**config.mk**
```make
export PLATFORM = sky130hd
export DESIGN_NAME = scpad_tile_addr_gen
export DESIGN_NICKNAME = d
export VERILOG_FILES = /design/src/rtl/scpad_tile_addr_gen_pkg.sv /design/src/rtl/scpad_skew_lane_calc.sv /design/src/rtl/scpad_tile_addr_gen.sv
export SDC_FILE = /design/constraint.sdc
export NUM_CORES = 1
export LEC_CHECK = 0
export ABC_AREA = 1
export CORE_AREA = 2 2 269 271
export CTS_CLUSTER_DIAMETER = 40
export CTS_CLUSTER_SIZE = 8
export DETAILED_ROUTE_END_ITERATION = 6
export DIE_AREA = 0 0 271 273
export SYNTH_ARGS = -nofsm -noshare
export SYNTH_HDL_FRONTEND = slang
export SYNTH_SLANG_ARGS = --single-unit
```
**constraint.sdc**
```tcl
create_clock -name CLK -period 4.35 [get_ports CLK]
set_input_delay 0.435 -clock CLK [delete_from_list [all_inputs] [get_ports CLK]]
set_output_delay 0.435 -clock CLK [all_outputs]
set_load 0.1 [all_outputs]
```
**src/rtl/scpad_tile_addr_gen_pkg.sv**
```systemverilog
// rtl/scpad_tile_addr_gen_pkg.sv - shared scratchpad geometry, vector types and tile request types
package scpad_tile_addr_gen_pkg;

    localparam int NUM_SCPADS     = 2;
    localparam int NUM_COLS       = 32;
    localparam int NUM_ROWS       = 16384;
    localparam int MAX_TILE_SIZE  = 32;

    localparam int SCPAD_ID_WIDTH = (NUM_SCPADS > 1) ? $clog2(NUM_SCPADS) : 1;
    localparam int COL_IDX_WIDTH  = $clog2(NUM_COLS);
    localparam int ROW_IDX_WIDTH  = $clog2(NUM_ROWS);
    localparam int MAX_DIM_WIDTH  = $clog2(MAX_TILE_SIZE);

    typedef logic [NUM_COLS-1:0]                     valid_mask;
    typedef logic [NUM_COLS-1:0][COL_IDX_WIDTH-1:0]  shift_mask;
    typedef logic [NUM_COLS-1:0][ROW_IDX_WIDTH-1:0]  slot_mask;
    typedef logic [NUM_COLS-1:0][31:0]               scpad_data;

    typedef struct packed {
        logic [SCPAD_ID_WIDTH-1:0] scpad_id;
        logic [ROW_IDX_WIDTH-1:0]  base_row;
        logic [MAX_DIM_WIDTH-1:0]  rows_m1;
        logic [MAX_DIM_WIDTH-1:0]  cols_m1;
        logic                      transpose;
    } tile_req_t;

    typedef enum logic [0:0] {
        IDLE  = 1'b0,
        BURST = 1'b1
    } addr_gen_state_t;

    // Index of the final beat: one beat per row, or per column when transposed.
    function automatic logic [MAX_DIM_WIDTH-1:0] tile_last_idx(input tile_req_t t);
        return t.transpose ? t.cols_m1 : t.rows_m1;
    endfunction

endpackage

```
**src/rtl/scpad_skew_lane_calc.sv**
```systemverilog
// rtl/scpad_skew_lane_calc.sv - per-bank slot/shift/enable for one beat of a diagonally skewed tile
// Ports:
//   en         in   force all outputs to 0 when low
//   k          in   beat number within the tile
//   transpose  in   0: beat walks a tile row, 1: beat walks a tile column
//   base_row   in   slot of tile row 0
//   rows_m1    in   tile rows minus 1
//   cols_m1    in   tile cols minus 1
//   slot       out  per-bank slot index
//   shift      out  per-bank destination lane
//   mask       out  per-bank enable
module scpad_skew_lane_calc
    import scpad_tile_addr_gen_pkg::*;
(
    input  logic                     en,
    input  logic [MAX_DIM_WIDTH-1:0] k,
    input  logic                     transpose,
    input  logic [ROW_IDX_WIDTH-1:0] base_row,
    input  logic [MAX_DIM_WIDTH-1:0] rows_m1,
    input  logic [MAX_DIM_WIDTH-1:0] cols_m1,
    output slot_mask                 slot,
    output shift_mask                shift,
    output valid_mask                mask
);

    logic [COL_IDX_WIDTH-1:0] d;
    logic [COL_IDX_WIDTH-1:0] lim;

    // Element (r,c) sits in bank (c+r) mod NUM_COLS. For beat k, bank b therefore
    // holds the element whose "other" coordinate is d = (b-k) mod NUM_COLS: the
    // column in row mode, the row in transpose mode. d is also its output lane.
    always_comb begin
        slot  = '0;
        shift = '0;
        mask  = '0;
        d     = '0;
        lim   = COL_IDX_WIDTH'(transpose ? rows_m1 : cols_m1);
        for (int b = 0; b < NUM_COLS; b++) begin
            d = COL_IDX_WIDTH'(b) - COL_IDX_WIDTH'(k);
            if (en && (d <= lim)) begin
                mask[b]  = 1'b1;
                shift[b] = d;
                // Slot sum truncates to ROW_IDX_WIDTH, wrapping around the bank depth.
                slot[b]  = transpose ? (base_row + ROW_IDX_WIDTH'(d))
                                     : (base_row + ROW_IDX_WIDTH'(k));
            end
        end
    end

endmodule

```
**src/rtl/scpad_tile_addr_gen.sv**
```systemverilog
// rtl/scpad_tile_addr_gen.sv - tile request to per-beat bank access vector burst generator
// Ports:
//   CLK, nRST                clock, synchronous active-low reset
//   req_valid/req_ready      tile request handshake
//   req_scpad_id..transpose  tile request fields
//   flush                    abandon current tile
//   beat_valid/beat_ready    beat handshake
//   beat_scpad_id            latched scratchpad id
//   beat_slot/shift/mask     per-bank access vectors
//   beat_idx, beat_last      beat number and final-beat flag
//   busy                     burst in progress
module scpad_tile_addr_gen
    import scpad_tile_addr_gen_pkg::*;
(
    input  logic                      CLK,
    input  logic                      nRST,
    input  logic                      req_valid,
    output logic                      req_ready,
    input  logic [SCPAD_ID_WIDTH-1:0] req_scpad_id,
    input  logic [ROW_IDX_WIDTH-1:0]  req_base_row,
    input  logic [MAX_DIM_WIDTH-1:0]  req_rows_m1,
    input  logic [MAX_DIM_WIDTH-1:0]  req_cols_m1,
    input  logic                      req_transpose,
    input  logic                      flush,
    output logic                      beat_valid,
    input  logic                      beat_ready,
    output logic [SCPAD_ID_WIDTH-1:0] beat_scpad_id,
    output slot_mask                  beat_slot,
    output shift_mask                 beat_shift,
    output valid_mask                 beat_mask,
    output logic [MAX_DIM_WIDTH-1:0]  beat_idx,
    output logic                      beat_last,
    output logic                      busy
);

    localparam logic [0:0] ST_IDLE  = IDLE;
    localparam logic [0:0] ST_BURST = BURST;

    logic [0:0]               state_q;
    logic [MAX_DIM_WIDTH-1:0] k_q;
    tile_req_t                tile_q;

    logic in_burst;
    logic at_last;
    logic beat_fire;
    logic req_fire;

    assign in_burst  = (state_q == ST_BURST);
    assign at_last   = (k_q == tile_last_idx(tile_q));
    assign beat_fire = in_burst & beat_ready;

    // Accepting on the last-beat handshake lets tiles run back to back without a
    // bubble. Gated by reset so nothing is accepted while reset is held.
    assign req_ready = nRST & ~flush & (~in_burst | (beat_fire & at_last));
    assign req_fire  = req_valid & req_ready;

    always_ff @(posedge CLK) begin
        if (!nRST) begin
            state_q <= ST_IDLE;
            k_q     <= '0;
            tile_q  <= '0;
        end else if (flush) begin
            state_q <= ST_IDLE;
            k_q     <= '0;
        end else if (req_fire) begin
            state_q <= ST_BURST;
            k_q     <= '0;
            tile_q  <= '{scpad_id:  req_scpad_id,
                         base_row:  req_base_row,
                         rows_m1:   req_rows_m1,
                         cols_m1:   req_cols_m1,
                         transpose: req_transpose};
        end else if (beat_fire) begin
            if (at_last) begin
                state_q <= ST_IDLE;
                k_q     <= '0;
            end else begin
                k_q     <= k_q + 1'b1;
            end
        end
    end

    scpad_skew_lane_calc u_lane_calc (
        .en        (in_burst),
        .k         (k_q),
        .transpose (tile_q.transpose),
        .base_row  (tile_q.base_row),
        .rows_m1   (tile_q.rows_m1),
        .cols_m1   (tile_q.cols_m1),
        .slot      (beat_slot),
        .shift     (beat_shift),
        .mask      (beat_mask)
    );

    assign busy          = in_burst;
    assign beat_valid    = in_burst;
    assign beat_scpad_id = in_burst ? tile_q.scpad_id : '0;
    assign beat_idx      = in_burst ? k_q : '0;
    assign beat_last     = in_burst & at_last;

endmodule

```
# Yosys cells after proc, flatten, opt, wreduce, memory -nomap -nowiden

Cells that the tools add are included.

Logic and storage cells: 290
Bits in registers: 32

Reductions and logical operators: 38
Bitwise logic cells: 10
Eq/ne operators: 1
Magnitude comparators: 32
Add/subtract/negate cells: 66
Mux-type cells: 136

Operators by type and width:

| kind                  | number |
|---|---|
| $mux W14              | 64 |
| $add A14 B5 Y14       | 33 |
| $mux W5               | 36 |
| $le A5 B5 Y1          | 32 |
| $sub A5 B5 Y5 const A | 16 |
| $sub A4 B5 Y5 const A | 8 |
| $mux W1               | 36 |
| $logic_and A1 B1 Y1   | 32 |
| $sub A3 B5 Y5 const A | 4 |
| $sub A1 B5 Y5 const A | 2 |
| $sub A2 B5 Y5 const A | 2 |
| $and A1 B1 Y1         | 6 |
| $add A5 B1 Y5 const B | 1 |
| $eq A5 B5 Y1          | 1 |
| $reduce_and A2 Y1     | 2 |
| $reduce_bool A2 Y1    | 2 |
| $not A1 Y1            | 3 |
| $reduce_or A3 Y1      | 1 |
| $reduce_or A2 Y1      | 1 |
| $or A1 B1 Y1          | 1 |

# Depth between registers and ports, before layout

Gate-level depths: netlist (run 1).

Depth after elaboration: 8
Mapped depth: 18

# Cells and area by module

From an unflattened synthesis (run 1), not the netlist that was laid out.

Cells, all modules: 4456
Area, all modules: 20637.3 µm²

Modules (own cells, without submodules):

| module               | cells each | area each (µm²) | instances |
|---|---|---|---|
| scpad_skew_lane_calc | 4141       | 18770.5         | 1 |
| scpad_tile_addr_gen  | 315        | 1866.8          | 1 |

# Worst setup path before layout (run 1)

Ideal clock, no wire load.

Path type: flip-flop to output port
Start point: reg tile_q[0] (netlist bit)
End point: out beat_slot[438] (netlist bit)
Cell stages (with the launch flop): 11
Data required time: 3.915 ns
Path buffers: 3
Setup slack: -2.144 ns
Arrival time: 6.059 ns
Path through: dfxtp_1 -> buf_6 -> clkbuf_1 -> clkbuf_1 -> o21ai_0 -> ha_1 -> inv_1 -> nand4_1 -> a21oi_1 -> inv_2 -> a211oi_1

RTL lines:

| element                  | line                      | text |
|---|---|---|
| start: declaration       | scpad_tile_addr_gen.sv:41 | `tile_req_t tile_q;` |
| start signal: assignment | scpad_tile_addr_gen.sv:68 | `tile_q <= '{scpad_id: req_scpad_id,` |
| end: declaration         | scpad_tile_addr_gen.sv:28 | `output slot_mask beat_slot,` |

==> summary.txt, run 1 <==
Synth
  • Number of synthesized flops with an enable pin: 0
  • Mapped Avg Cell Area: 5.031 um2
  • Cell taking the most area after synthesis: nand2_1
  • Cells after Synth: 3446
  • Synth Cell Area: 17340 um2
  • Synthesized flop and latch total: 32
  • Synth top area share: 17.52%
  • Ys flop type: dfxtp_1
  • FFs w/ async S/R, synth: 0%
  • Synth area leaders: nand2_1 18%, nor2_1 14%, a21oi_1 11%
  • Seq/Total Area, Yosys: 3.695%
  • Post-synth cell types: 47
  • Synthesized Nets: 3620
  • Yosys warning count: 0

Die
  • Die area: 73980 um2
  • Starting density of the core: 24.42%
  • Core ar.: 71000 um2
  • Die Span Y: 273 um
  • Num ports: 681
  • Die Wd: 271 um
  • Std cell rows: 98

Clocking
  • Clock tree buffer depth: 2
  • Hold buffer count at cts: 0
  • Worst-path clk slew: 0.08 ns
  • Root Buffer: clkbuf_16
  • CTS tree: yes
  • Clock insertion delay at the later pin of the skew report: 0.31 ns
  • TritonCTS sink count: 32
  • CTS buffer count: 5
  • H-tree levels: 2

Final layout
  • Most frequent cells in the layout: 803 x nand2_1, 650 x buf_12, 292 x nor2_2
  • Area Overhead vs Synth: 101.6%
  • Fin cells: 5015
  • Most common cell after layout, fill and taps aside: nand2_1
  • Layout cells sized above 1: 36.16%
  • Fin nets: 4235
  • Post-route cell area: 34950 um2
  • Fillcell total: 6860

Placed design
  • Placed cells: 4999
  • Final HPWL DP: 103500 um
  • DP Area: 34520 um2
  • Routability-driven placement congestion ratio: 0.9781
  • I/O Buffers: 680
  • Pre-CTS WS: 0.1234 ns

STA
  • Highest clock rate: 0.2343 GHz
  • Worst rel slew slack: 9.238%
  • RSZ-0062 raised after global routing: true
  • Worst Tran Pin Value: 1.352 ns
  • Fin Clk Skew: 0.01486 ns
  • Setup slack after layout: 0.08227 ns
  • Crit share post-route: 98.11%
  • Final hold vios: 0
  • Min cycle time layout: 4.268 ns
  • Max Slew Vio Count: 0
  • Final setup violation count: 0

Run
  • Max-cap violation count: 0

Routing
  • DRC: 0
  • Initial DRC count: 3099
  • Vias: 27210
  • DR vias/cell: 5.425
  • Wirelength per Cell: 26.21 um
  • First drt pass iteration count: 6
  • Wirelength, routed: 131400 um
  • Final ANT Viol Nets: 0

Global routing
  • Global route overflow: 0
  • Largest net degree at the start of global routing: 167
  • Global-route wire length before repair: 185000 um
  • Initial antenna violation count: 2
  • Vias in the first global route: 25250
  • GRT Overall Usage: 33.89%

Setup path
  • CP Data Arrival Time: 3.83 ns
  • CP startpoint kind: flop
  • Critical Path Sink Type: output port
  • Worst EP required: 3.91 ns
  • CP Cell Sequence: ha_1 > xnor2_1 > inv_1 > ha_1 > a21oi_1 > o21ai_2 > nand2_1 > o21ai_2 > o21ai_0 > nand2_1 > nor2_2 > buf_12
  • Worst setup path class: flop to output port
  • CP Max Fanout: 7
  • R2r setup slk: 1.86 ns
  • Critical-path cell with the highest stage delay: o21ai_0
  • Crit path largest cell delay: 0.49 ns

Hold path
  • Worst Hold Class: flop to flop

Power and ir drop
  • PnR Total Power: 2578 uW
  • P_leak: 0.01328 uW
  • Pwr dens: 73.77 nW/um2
  • Peak supply drop: 0.0001347 V

Status
  • Status: finished clean
==> layout make-up <==
cell class / instances / area, um2 / share of cell area, %
inverter: 305 / 1217 / 3.483
clock inverter: 3 / 22.52 / 0.06444
tap: 950 / 1189 / 3.401
multi-input combinational: 2864 / 17110 / 48.95
clock buffer: 5 / 125.1 / 0.3580
timing repair buffer: 853 / 14630 / 41.85
antenna: 3 / 7.507 / 0.02148
sequential: 32 / 651.9 / 1.865
==> power breakdown <==
part,switching [uW],internal [uW]
clock,189,215
combinational,1340,504
sequential,23.1,305
==> through the flow <==
step	TNS [ns]	utilization [%]	hold slack (ns)
after detailed placement	0	48.62	0.5017
after floorplan	-19.08	-	0.4864
after global routing	-0.02674	49.22	0.5637
after CTS	0	48.88	0.5155
after global placement	0	48.62	0.5034
final	0	49.23	0.5183
==> worst max-delay path, delay by kind of cell, from the launching register on <==
family	cells	cell delay (ns)
AO/OA/AOI/OAI	4	1.04
adder cells (fa/ha/maj)	2	0.74
AND/OR/NAND/NOR	3	0.54
XOR/XNOR	1	0.46
flip-flops	1	0.37
buffers and inverters	2	0.35
==> cell usage after synthesis, drive strengths merged, types with 18 or more instances <==
cell type  instances
o21bai            18
nand3            283
nor3              75
ha               138
nor2             640
clkinv            28
clkbuf           134
nand4             86
nand2            814
o21ai            244
buf              111
dfxtp             32
xor2              85
inv              277
or2               20
a21oi            398
==> layer usage <==
metal | track usage, % | share of wire (%) | vias up
met2 | 52.01 | 43 | 1759
met3 | 7.987 | 11 | 267
met4 | 18.26 | 6.4 | 0
met1 | 43.74 | 40 | 12680
li1 | - | - | 12500
met5 | 0 | 0 | -
==> worst paths after layout <==
kind | endpoint | startpoint | depth (start not counted)
min reg2reg | tile_q[25] | tile_q[25] | 4
max | beat_slot[147] | k_q[0] | 12
max reg2reg | tile_q[17] | tile_q[0] | 14
min | tile_q[25] | tile_q[25] | 4
==> registers in the layout (all words and copies together), names as in the netlist <==
| name | cells |
|---|---|
| beat_valid | 1 |
| k_q | 5 |
| tile_q | 26 |
==> kinds of logic after synthesis <==
group	share of synthesized area, %
adders and majority gates	10.54
DFF	3.695
buffers and inverters	13.21
xor gates and xnor gates	4.547
and+or+nand+nor	46.59
AOI/OAI and AO/OA	21.42
==> timing repair <==
action,4_1_cts,5_1_grt
pin swaps,0,1
setup buffers,0,5
resized for setup,10,63
setup endpoints to repair,18,172
No activity file was read; power rests on OpenSTA's default activity.
==> run 2, diff against run 1 <==
CTS_CLUSTER_DIAMETER = 120   (was 40)
==> results of run 2 <==
No change in the layout: final DEF, timing and power equal those of run 1.
